## src/rtl/eth_tx_arbiter.sv

```systemverilog
// ---------------------------------------------------------------------------
// eth_tx_arbiter
//
// Purpose:
//   Shares one RMII transmit dibit stream between two frame sources. One
//   source is granted per frame using round-robin. The granted source's
//   dibits are forwarded with one cycle of latency. A frame ends when the
//   granted source drops valid. After every forwarded frame the block holds
//   the Ethernet inter-frame gap before it grants again. Frames that exceed
//   the maximum length are truncated. Grants whose owner never starts
//   sending are revoked after a timeout.
//
// Ports:
//   clk            system clock (50 MHz RMII domain)
//   rst            asynchronous, active-high reset
//   req0 / req1    source requests the stream; held high until frame end
//   axiiv0/axiiv1  source dibit valid
//   axiid0/axiid1  source dibit
//   gnt0 / gnt1    source owns the stream (never both high)
//   axiov          output dibit valid (registered)
//   axiod          output dibit (registered)
//   busy           high in every state except IDLE
//   abort          one-cycle pulse when a frame is cut at MAX_FRAME_DIBITS
// ---------------------------------------------------------------------------
module eth_tx_arbiter #(
  parameter int IFG_DIBITS       = 48,
  parameter int MAX_FRAME_DIBITS = 6104,
  parameter int START_TIMEOUT    = 64,
  parameter int DATA_W           = 2
) (
  input  logic              clk,
  input  logic              rst,
  input  logic              req0,
  input  logic              axiiv0,
  input  logic [DATA_W-1:0] axiid0,
  input  logic              req1,
  input  logic              axiiv1,
  input  logic [DATA_W-1:0] axiid1,
  output logic              gnt0,
  output logic              gnt1,
  output logic              axiov,
  output logic [DATA_W-1:0] axiod,
  output logic              busy,
  output logic              abort
);

  localparam int FW = $clog2(MAX_FRAME_DIBITS + 1);
  localparam int TW = $clog2(START_TIMEOUT + 1);
  localparam int GW = $clog2(IFG_DIBITS + 1);

  localparam logic [FW-1:0] FRAME_LAST = FW'(MAX_FRAME_DIBITS);
  localparam logic [TW-1:0] START_LAST = TW'(START_TIMEOUT - 1);
  localparam logic [GW-1:0] GAP_LAST   = GW'(IFG_DIBITS - 1);

  typedef enum logic [1:0] {
    IDLE  = 2'd0,
    GRANT = 2'd1,
    XFER  = 2'd2,
    GAP   = 2'd3
  } state_t;

  state_t            state;
  state_t            state_nxt;

  // last_gnt doubles as the owner select while a grant is outstanding:
  // it is loaded at grant time and holds until the next grant.
  logic              last_gnt;
  logic              last_gnt_nxt;

  logic [FW-1:0]     frame_cnt;
  logic [FW-1:0]     frame_cnt_nxt;
  logic [TW-1:0]     start_cnt;
  logic [TW-1:0]     start_cnt_nxt;
  logic [GW-1:0]     gap_cnt;
  logic [GW-1:0]     gap_cnt_nxt;

  logic              gnt0_nxt;
  logic              gnt1_nxt;
  logic              axiov_nxt;
  logic [DATA_W-1:0] axiod_nxt;
  logic              busy_nxt;
  logic              abort_nxt;

  logic              pick;
  logic              sel_req;
  logic              sel_v;
  logic [DATA_W-1:0] sel_d;

  // Saturating increment shared by all counters: never wraps past limit.
  function automatic int sat_inc(input int value, input int limit);
    return (value >= limit) ? value : value + 1;
  endfunction

  // Only the owner's request/valid/data are ever looked at.
  assign sel_req = last_gnt ? req1   : req0;
  assign sel_v   = last_gnt ? axiiv1 : axiiv0;
  assign sel_d   = last_gnt ? axiid1 : axiid0;

  // Next-state and next-output logic
  always_comb begin
    state_nxt     = state;
    last_gnt_nxt  = last_gnt;
    frame_cnt_nxt = frame_cnt;
    start_cnt_nxt = start_cnt;
    gap_cnt_nxt   = gap_cnt;
    gnt0_nxt      = gnt0;
    gnt1_nxt      = gnt1;
    axiov_nxt     = 1'b0;
    axiod_nxt     = '0;
    abort_nxt     = 1'b0;
    pick          = 1'b0;

    case (state)
      IDLE: begin
        if (req0 || req1) begin
          // Under contention the source that did not win last time wins.
          pick          = (req0 && req1) ? ~last_gnt : req1;
          last_gnt_nxt  = pick;
          gnt0_nxt      = ~pick;
          gnt1_nxt      = pick;
          start_cnt_nxt = '0;
          state_nxt     = GRANT;
        end
      end

      GRANT: begin
        if (sel_v) begin
          axiov_nxt     = 1'b1;
          axiod_nxt     = sel_d;
          frame_cnt_nxt = FW'(1);
          state_nxt     = XFER;
        end else if (!sel_req || (start_cnt == START_LAST)) begin
          // Owner withdrew or never started: release without a gap.
          gnt0_nxt  = 1'b0;
          gnt1_nxt  = 1'b0;
          state_nxt = IDLE;
        end else begin
          start_cnt_nxt = TW'(sat_inc(int'(start_cnt), START_TIMEOUT));
        end
      end

      XFER: begin
        if (!sel_v) begin
          gnt0_nxt    = 1'b0;
          gnt1_nxt    = 1'b0;
          gap_cnt_nxt = '0;
          state_nxt   = GAP;
        end else if (frame_cnt == FRAME_LAST) begin
          // Frame already at the limit and still going: cut it here and
          // drop the rest of the source's dibits.
          abort_nxt   = 1'b1;
          gnt0_nxt    = 1'b0;
          gnt1_nxt    = 1'b0;
          gap_cnt_nxt = '0;
          state_nxt   = GAP;
        end else begin
          axiov_nxt     = 1'b1;
          axiod_nxt     = sel_d;
          frame_cnt_nxt = FW'(sat_inc(int'(frame_cnt), MAX_FRAME_DIBITS));
        end
      end

      GAP: begin
        // Requests arriving now stay pending; IDLE picks them up.
        if (gap_cnt == GAP_LAST) begin
          frame_cnt_nxt = '0;
          state_nxt     = IDLE;
        end else begin
          gap_cnt_nxt = GW'(sat_inc(int'(gap_cnt), IFG_DIBITS));
        end
      end

      default: begin
        gnt0_nxt  = 1'b0;
        gnt1_nxt  = 1'b0;
        state_nxt = IDLE;
      end
    endcase

    busy_nxt = (state_nxt != IDLE);
  end

  // State and output registers
  always_ff @(posedge clk or posedge rst) begin
    if (rst) begin
      state     <= IDLE;
      last_gnt  <= 1'b1;
      frame_cnt <= '0;
      start_cnt <= '0;
      gap_cnt   <= '0;
      gnt0      <= 1'b0;
      gnt1      <= 1'b0;
      axiov     <= 1'b0;
      axiod     <= '0;
      busy      <= 1'b0;
      abort     <= 1'b0;
    end else begin
      state     <= state_nxt;
      last_gnt  <= last_gnt_nxt;
      frame_cnt <= frame_cnt_nxt;
      start_cnt <= start_cnt_nxt;
      gap_cnt   <= gap_cnt_nxt;
      gnt0      <= gnt0_nxt;
      gnt1      <= gnt1_nxt;
      axiov     <= axiov_nxt;
      axiod     <= axiod_nxt;
      busy      <= busy_nxt;
      abort     <= abort_nxt;
    end
  end

endmodule

```

## config.mk

```make
export PLATFORM = sky130hd
export DESIGN_NAME = eth_tx_arbiter
export DESIGN_NICKNAME = d
export VERILOG_FILES = /design/src/rtl/eth_tx_arbiter.sv
export SDC_FILE = /design/constraint.sdc
export NUM_CORES = 1
export LEC_CHECK = 0
export BUFFER_PORTS_ARGS = -buffer_cell sky130_fd_sc_hd__buf_2
export CORE_ASPECT_RATIO = 1.4
export CORE_MARGIN = 2
export CORE_UTILIZATION = 50
export CTS_CLUSTER_SIZE = 16
export DETAILED_ROUTE_END_ITERATION = 8
export HOLD_SLACK_MARGIN = 0.08
export PLACE_DENSITY = 0.68
export SLEW_MARGIN = 0
export SYNTH_ARGS = -nofsm -noshare
export SYNTH_HDL_FRONTEND = slang
export SYNTH_SLANG_ARGS = --single-unit
```

## constraint.sdc

```tcl
create_clock -name clk -period 4.09 [get_ports clk]
set_clock_uncertainty 0.15 [all_clocks]
set_input_delay 0.409 -clock clk [delete_from_list [all_inputs] [get_ports clk]]
set_output_delay 0.409 -clock clk [all_outputs]
set_load 0.02 [all_outputs]
```

==> results of run 1 <==
[cells by family after synthesis]
kind of cell	Yosys count	synth area share, %
and+or+nand+nor	98	23.1
adders and majority gates	9	5.17
buffers and inverters	21	4.82
AOI/OAI and AO/OA	65	20.2
muxes	11	5.28
DFF	36	41.4
[synth_stat cells (all sizes together), types with 4 or more instances]
library cell | number | area, um2
buf | 4 | 41.3
mux2i | 7 | 70.1
nor3 | 7 | 35.0
nand2b | 7 | 43.8
ha | 9 | 113
mux2 | 4 | 45.0
nand2 | 24 | 90.1
inv | 12 | 45.0
dfrtp | 35 | 876
and3 | 5 | 32.5
nand3 | 18 | 90.1
nor2 | 17 | 63.8
o21ai | 18 | 90.1
a21oi | 9 | 45.0
clkbuf | 5 | 18.8
o31ai | 10 | 75.1
a31oi | 5 | 31.3
[report_power, final]
group / switching (W) / total [W] / internal [W]
clock network: 0.000124 / 0.000339 / 0.000215
logic: 0.000315 / 0.000503 / 0.000188
registers: 0.0000680 / 0.000497 / 0.000429
[state kept, by name, indices dropped and copies added, names as in the netlist, 2 cells and up]
name       count
state          2
start_cnt      7
axiod          2
gap_cnt        6
frame_cnt     13
[layout make-up]
cell class / count / area (um2)
clock buffer: 7 / 96.3
clock inverter: 1 / 30.0
fill: 397 / 1800
inverter: 12 / 45.0
multi-input combinational: 183 / 1170
sequential: 36 / 902
tap: 45 / 56.3
timing repair buffer: 19 / 105
[through the flow]
| step | instance area [um2] | hold slack (ns) | utilization, % |
|---|---|---|---|
| floorplan | 2180 | 0.319 | - |
| detailed placement | 2270 | 0.348 | 54.0 |
| global route | 2410 | 0.190 | 57.2 |
| CTS | 2410 | 0.177 | 57.2 |
| global placement | 2270 | 0.338 | 54.0 |
| finish | 2410 | 0.183 | 57.2 |
[metal layers]
metal	up-vias	track usage, %	part of all wire, %
li1	917	-	-
met1	899	22.9	41
met2	26	37.2	54
met3	8	4.21	2.3
met4	0	8.89	1.9
met5	-	0	0
[path summary, 6_finish.rpt]
kind | to | startpoint | cells after the start
max | gap_cnt[3] | frame_cnt[0] | 7
min | last_gnt | req0 | 2
max reg2reg | gap_cnt[3] | frame_cnt[0] | 7
min reg2reg | gnt0 | gnt0 | 1
max in group asynchronous | last_gnt | rst | 4
min in group asynchronous | frame_cnt[8] | rst | 4
==> impl_metrics.csv, run 1 <==
group,metric,value,unit
clock_tree,tritoncts,"yes",
detailed_routing,num_vias,1850,
flow_run,maxCapViolations,0,
synth,ys_ff_latch,36,
worst_setup_path,r2r_slack,1.44,ns
clock_tree,root_buffer,"clkbuf_8",
clock_tree,hold_buffers,1,
synth,async_reset_ff_share,100,%
worst_setup_path,arrival,2.69,ns
placement,place_inst,294,
clock_tree,cts_buffer_depth,2,
grt,grt_max_degree,37,
floorplanning,core_area,4200,um2
run_status,status,"finished clean",
placement,port_buffers,16,
floorplanning,die_x,59.8,um
finish,finalNetCount,276,
pwr,power.density,556,nW/um2
worst_setup_path,start_kind,"register",
sta,setup_ws,1.44,ns
worst_setup_path,worst-path-buf-inv,1,
clock_tree,cts_resized,0,
clock_tree,clk_pin_slew,0.07,ns
worst_setup_path,cp_max_fo,10,
floorplanning,die-area,4910,um2
synth,ys.warnings.count,0,
min_path,hold_path_class,"primary input to register",
worst_setup_path,cp_top_family,"simple AND/OR/NAND/NOR gates",
synth,syn_inst,240,
pwr,max-vdd-ir-drop,0.372,mV
detailed_routing,wire_per_inst,15.1,um
synth,syn_avg_cell_area,9.08,um2
clock_tree,worst_skew_pair.late_latency,0.29,ns
sta,setup_viol,0,
sta,fmax,378,MHz
synth,ys_seq_area_share,41.4,%
pwr,power.leakage,1.07,nW
finish,drive_gt1_share,15.5,%
sta,worst_pin_slew,0.648,ns
grt,first_global_vias,1697,
finish,area_growth,10.5,%
floorplanning,row_count,28,
worst_setup_path,worstSetupPathType,"register to register",
clock_tree,cts_sinks,36,
detailed_routing,antenna_left,0,
placement,gp_congestion,0.797,
sta,finalCritPeriodShare,64.7,%
grt,grt_usage,20.6,%
sta,max_slew_margin,56.8,%
synth,synthFlopType,"dfrtp_1",
finish,diodes,0,
detailed_routing,drt_iter0_markers,128,
worst_setup_path,worstPathCellList,"inv_1, ha_1, or3b_1, or4_4, a311o_1, or2_4, o31ai_1",
floorplanning,io-pin-count,17,
grt,grt_pass1_wl,7640,um
clock_tree,htreeDepth,2,
detailed_routing,drt_wl_total,4590,um
sta,post-route-min-period,2.65,ns
sta,fin_tns_setup,0,ns
detailed_routing,via_per_inst,6.11,
worst_setup_path,critPathRequiredTime,4.14,ns
placement,hpwl,3330,um
synth,ys_types,48,
synth,synth_edf_count,0,
floorplanning,die_h,82.1,um
floorplanning,start_util,51.8,%
worst_setup_path,max_stage_delay,0.48,ns
grt,antenna_found_initial,0,
synth,syn-num-nets,259,
finish,layout_commonest_cell,"dfrtp_1",
finish,layout_common_cells,"35 x dfrtp_1, 24 x nand2_1, 18 x o21ai_0, 18 x nand3_1, 17 x nor2_1",
worst_setup_path,end_kind,"register",
detailed_routing,firstDrtPassIters,6,
grt,grt-ovfl-total,0,
placement,dp_slack,1.44,ns
sta,slew_violations,0,
clock_tree,cts_buffers,5,
sta,finalHoldViolations,0,
clock_tree,cts_setup_buffers,0,
worst_setup_path,crit_slowest_cell,"a311o_1",
sta,rsz0062_at_grt,"false",
finish,final_cells,303,
synth,syn-cell-area,2180,um2
detailed_routing,drc,0,
pwr,finalPower,0.00134,W
(Power assumes the default switching activity.)
==> inputs of run 2 (changes only) <==
==> constraint.sdc (replaced) <==
create_clock -name clk -period 2.6 [get_ports clk]
set_clock_uncertainty 0.15 [all_clocks]
set_input_delay 0.26 -clock clk [delete_from_list [all_inputs] [get_ports clk]]
set_output_delay 0.26 -clock clk [all_outputs]
set_load 0.02 [all_outputs]
==> run 2 against run 1 <==
Against the previous run:
- clock power is 44% higher
- core utilization is 3.2 points higher
- setup slack worse by 1.3 ns
- critical path depth stayed put
- global-route usage is 1.2 points higher
- die area stayed put
- hold slack worse by 0.043 ns
- critical endpoint is now gap_cnt[4]
- power is 63% higher
- critical path type unchanged
- clock-buffer cell count is 1 lower
- largest power group unchanged
- flip-flop and latch count stayed put
- routed wire length is 5.7% higher
==> impl_metrics.csv, run 2 (synthesis gave the netlist of run 1 again) <==
group,metric,value,unit
sta,fin_tns_setup,0,ns
finish,fin_util,60.5,%
sta,rsz0062_at_grt,"false",
run_status,status,"finished clean",
pwr,pwr-share-seq,35.4,%
grt,grt_usage,21.8,%
placement,port_buffers,16,
sta,finalCritPeriodShare,93.2,%
grt,first_global_vias,1839,
worst_setup_path,arrival,2.50,ns
detailed_routing,via_per_inst,5.89,
sta,slew_violations,0,
finish,reg.largest.list,"frame_cnt x13, start_cnt x7, gap_cnt x6",
worst_setup_path,worstSetupPathType,"register to register",
clock_tree,root_buffer,"clkbuf_8",
pwr,share_comb_of_total_power,42.2,%
finish,layout_commonest_cell,"dfrtp_1",
floorplanning,die-area,4910,um2
floorplanning,die_x,59.8,um
grt,grt_pass1_wl,7980,um
grt,grt-ovfl-total,0,
finish,n_fill_cell,379,
clock_tree,htreeDepth,2,
clock_tree,cts_buffer_depth,2,
pwr,power.leakage,1.15,nW
grt,antenna_found_initial,0,
sta,fmax,413,MHz
detailed_routing,firstDrtPassIters,4,
pwr,swShare,38.1,%
grt,grt_max_degree,37,
finish,final_cells,322,
floorplanning,die_h,82.1,um
placement,gp_congestion,0.827,
floorplanning,io-pin-count,17,
floorplanning,core_area,4200,um2
sta,post-route-min-period,2.42,ns
finish,top_register,"frame_cnt",
floorplanning,start_util,51.8,%
min_path,hold_path_class,"primary input to register",
placement,place_inst,308,
placement,hpwl,3530,um
detailed_routing,drc,0,
sta,setup_viol,0,
detailed_routing,num_vias,1898,
finish,area_growth,16.7,%
clock_tree,tritoncts,"yes",
detailed_routing,antenna_left,0,
clock_tree,cts_resized,0,
clock_tree,clk_pin_slew,0.07,ns
sta,hold_ws,0.140,ns
clock_tree,cts_buffers,5,
clock_tree,cts_setup_buffers,0,
pwr,max-vdd-ir-drop,0.507,mV
floorplanning,row_count,28,
finish,diodes,0,
detailed_routing,wire_per_inst,15.1,um
clock_tree,worst_skew_pair.late_latency,0.29,ns
detailed_routing,drt_iter0_markers,104,
worst_setup_path,end_kind,"register",
sta,max_slew_margin,57.5,%
worst_setup_path,critPathRequiredTime,2.68,ns
pwr,internal_power,0.00135,W
detailed_routing,drt_wl_total,4850,um
flow_run,maxCapViolations,0,
finish,drive_gt1_share,19.1,%
finish,finalNetCount,295,
pwr,power.switching,0.000829,W
sta,worst_pin_slew,0.631,ns
clock_tree,cts_sinks,36,
pwr,p_clk_share,22.4,%
finish,largest_reg_flops,13,
sta,finalHoldViolations,0,
pwr,power.density,855,nW/um2
finish,layout_common_cells,"35 x dfrtp_1, 24 x nand2_1, 18 x o21ai_0, 18 x nand3_1, 17 x nor2_1",
worst_setup_path,cp_max_fo,5,
worst_setup_path,start_kind,"register",
==> run 2: final cells by class <==
| class | count | area [um2] | area share, % |
|---|---|---|---|
| inverter | 12 | 45.0 | 1.77 |
| clock buffer | 6 | 72.6 | 2.85 |
| timing repair buffer | 38 | 260 | 10.2 |
| multi-input combinational | 183 | 1170 | 46.1 |
| tap | 45 | 56.3 | 2.21 |
| clock inverter | 2 | 35.0 | 1.38 |
| sequential | 36 | 902 | 35.5 |
==> run 2: per-layer routing <==
metal | GRT usage (%) | vias to the layer above | share of wire, %
met4 | 10.9 | 0 | 2.0
met5 | 0 | - | 0
met1 | 22.3 | 917 | 40
met3 | 5.14 | 9 | 3.0
met2 | 40.3 | 26 | 55
li1 | - | 946 | -
==> run 2: worst paths after layout <==
| path | startpoint | endpoint | slack (ns) | depth (start not counted) |
|---|---|---|---|---|
| min in group asynchronous | rst | frame_cnt[4] | 0.45 | 4 |
| max in group asynchronous | rst | last_gnt | 1.50 | 4 |
| max | frame_cnt[0] | gap_cnt[4] | 0.18 | 7 |
| min reg2reg | gnt0 | gnt0 | 0.36 | 1 |
| min | req1 | last_gnt | 0.14 | 3 |
| max reg2reg | frame_cnt[0] | gap_cnt[4] | 0.18 | 7 |
==> run 2: power groups by stage <==
| stage | clock (W) | sequential (W) | combinational [W] |
|---|---|---|---|
| finish | 0.000487 | 0.000771 | 0.000917 |
| global route | 0.000524 | 0.000787 | 0.00102 |
| CTS | 0.000500 | 0.000769 | 0.000923 |
| detailed placement | 0 | 0.000778 | 0.000901 |
| global placement | 0 | 0.000777 | 0.000899 |
| floorplan | 0 | 0.000797 | 0.000606 |
==> run 2: metrics by stage <==
step | setup WS [ns] | instance area (um2) | total power [W]
floorplan | 0.0571 | 2180 | 0.00140
global placement | 0.137 | 2370 | 0.00168
detailed placement | 0.0865 | 2370 | 0.00168
CTS | 0.0897 | 2540 | 0.00219
global route | 0.0124 | 2540 | 0.00233
finish | 0.178 | 2540 | 0.00217
==> run 2: worst max-delay path, stage by stage, from the launching register on <==
cell     delay [ns]
dfrtp_1        0.38
inv_1          0.06
ha_1           0.12
or3b_1         0.36
or4_4          0.45
a311o_1        0.34
or4_1          0.41
nand3_1        0.09
==> run 2: repair_timing <==
| action | in CTS | in global routing |
|---|---|---|
| hold buffers | 6 | 0 |
| endpoints found under the setup margin | 0 | 3 |
| endpoints found under the hold margin | 38 | 0 |
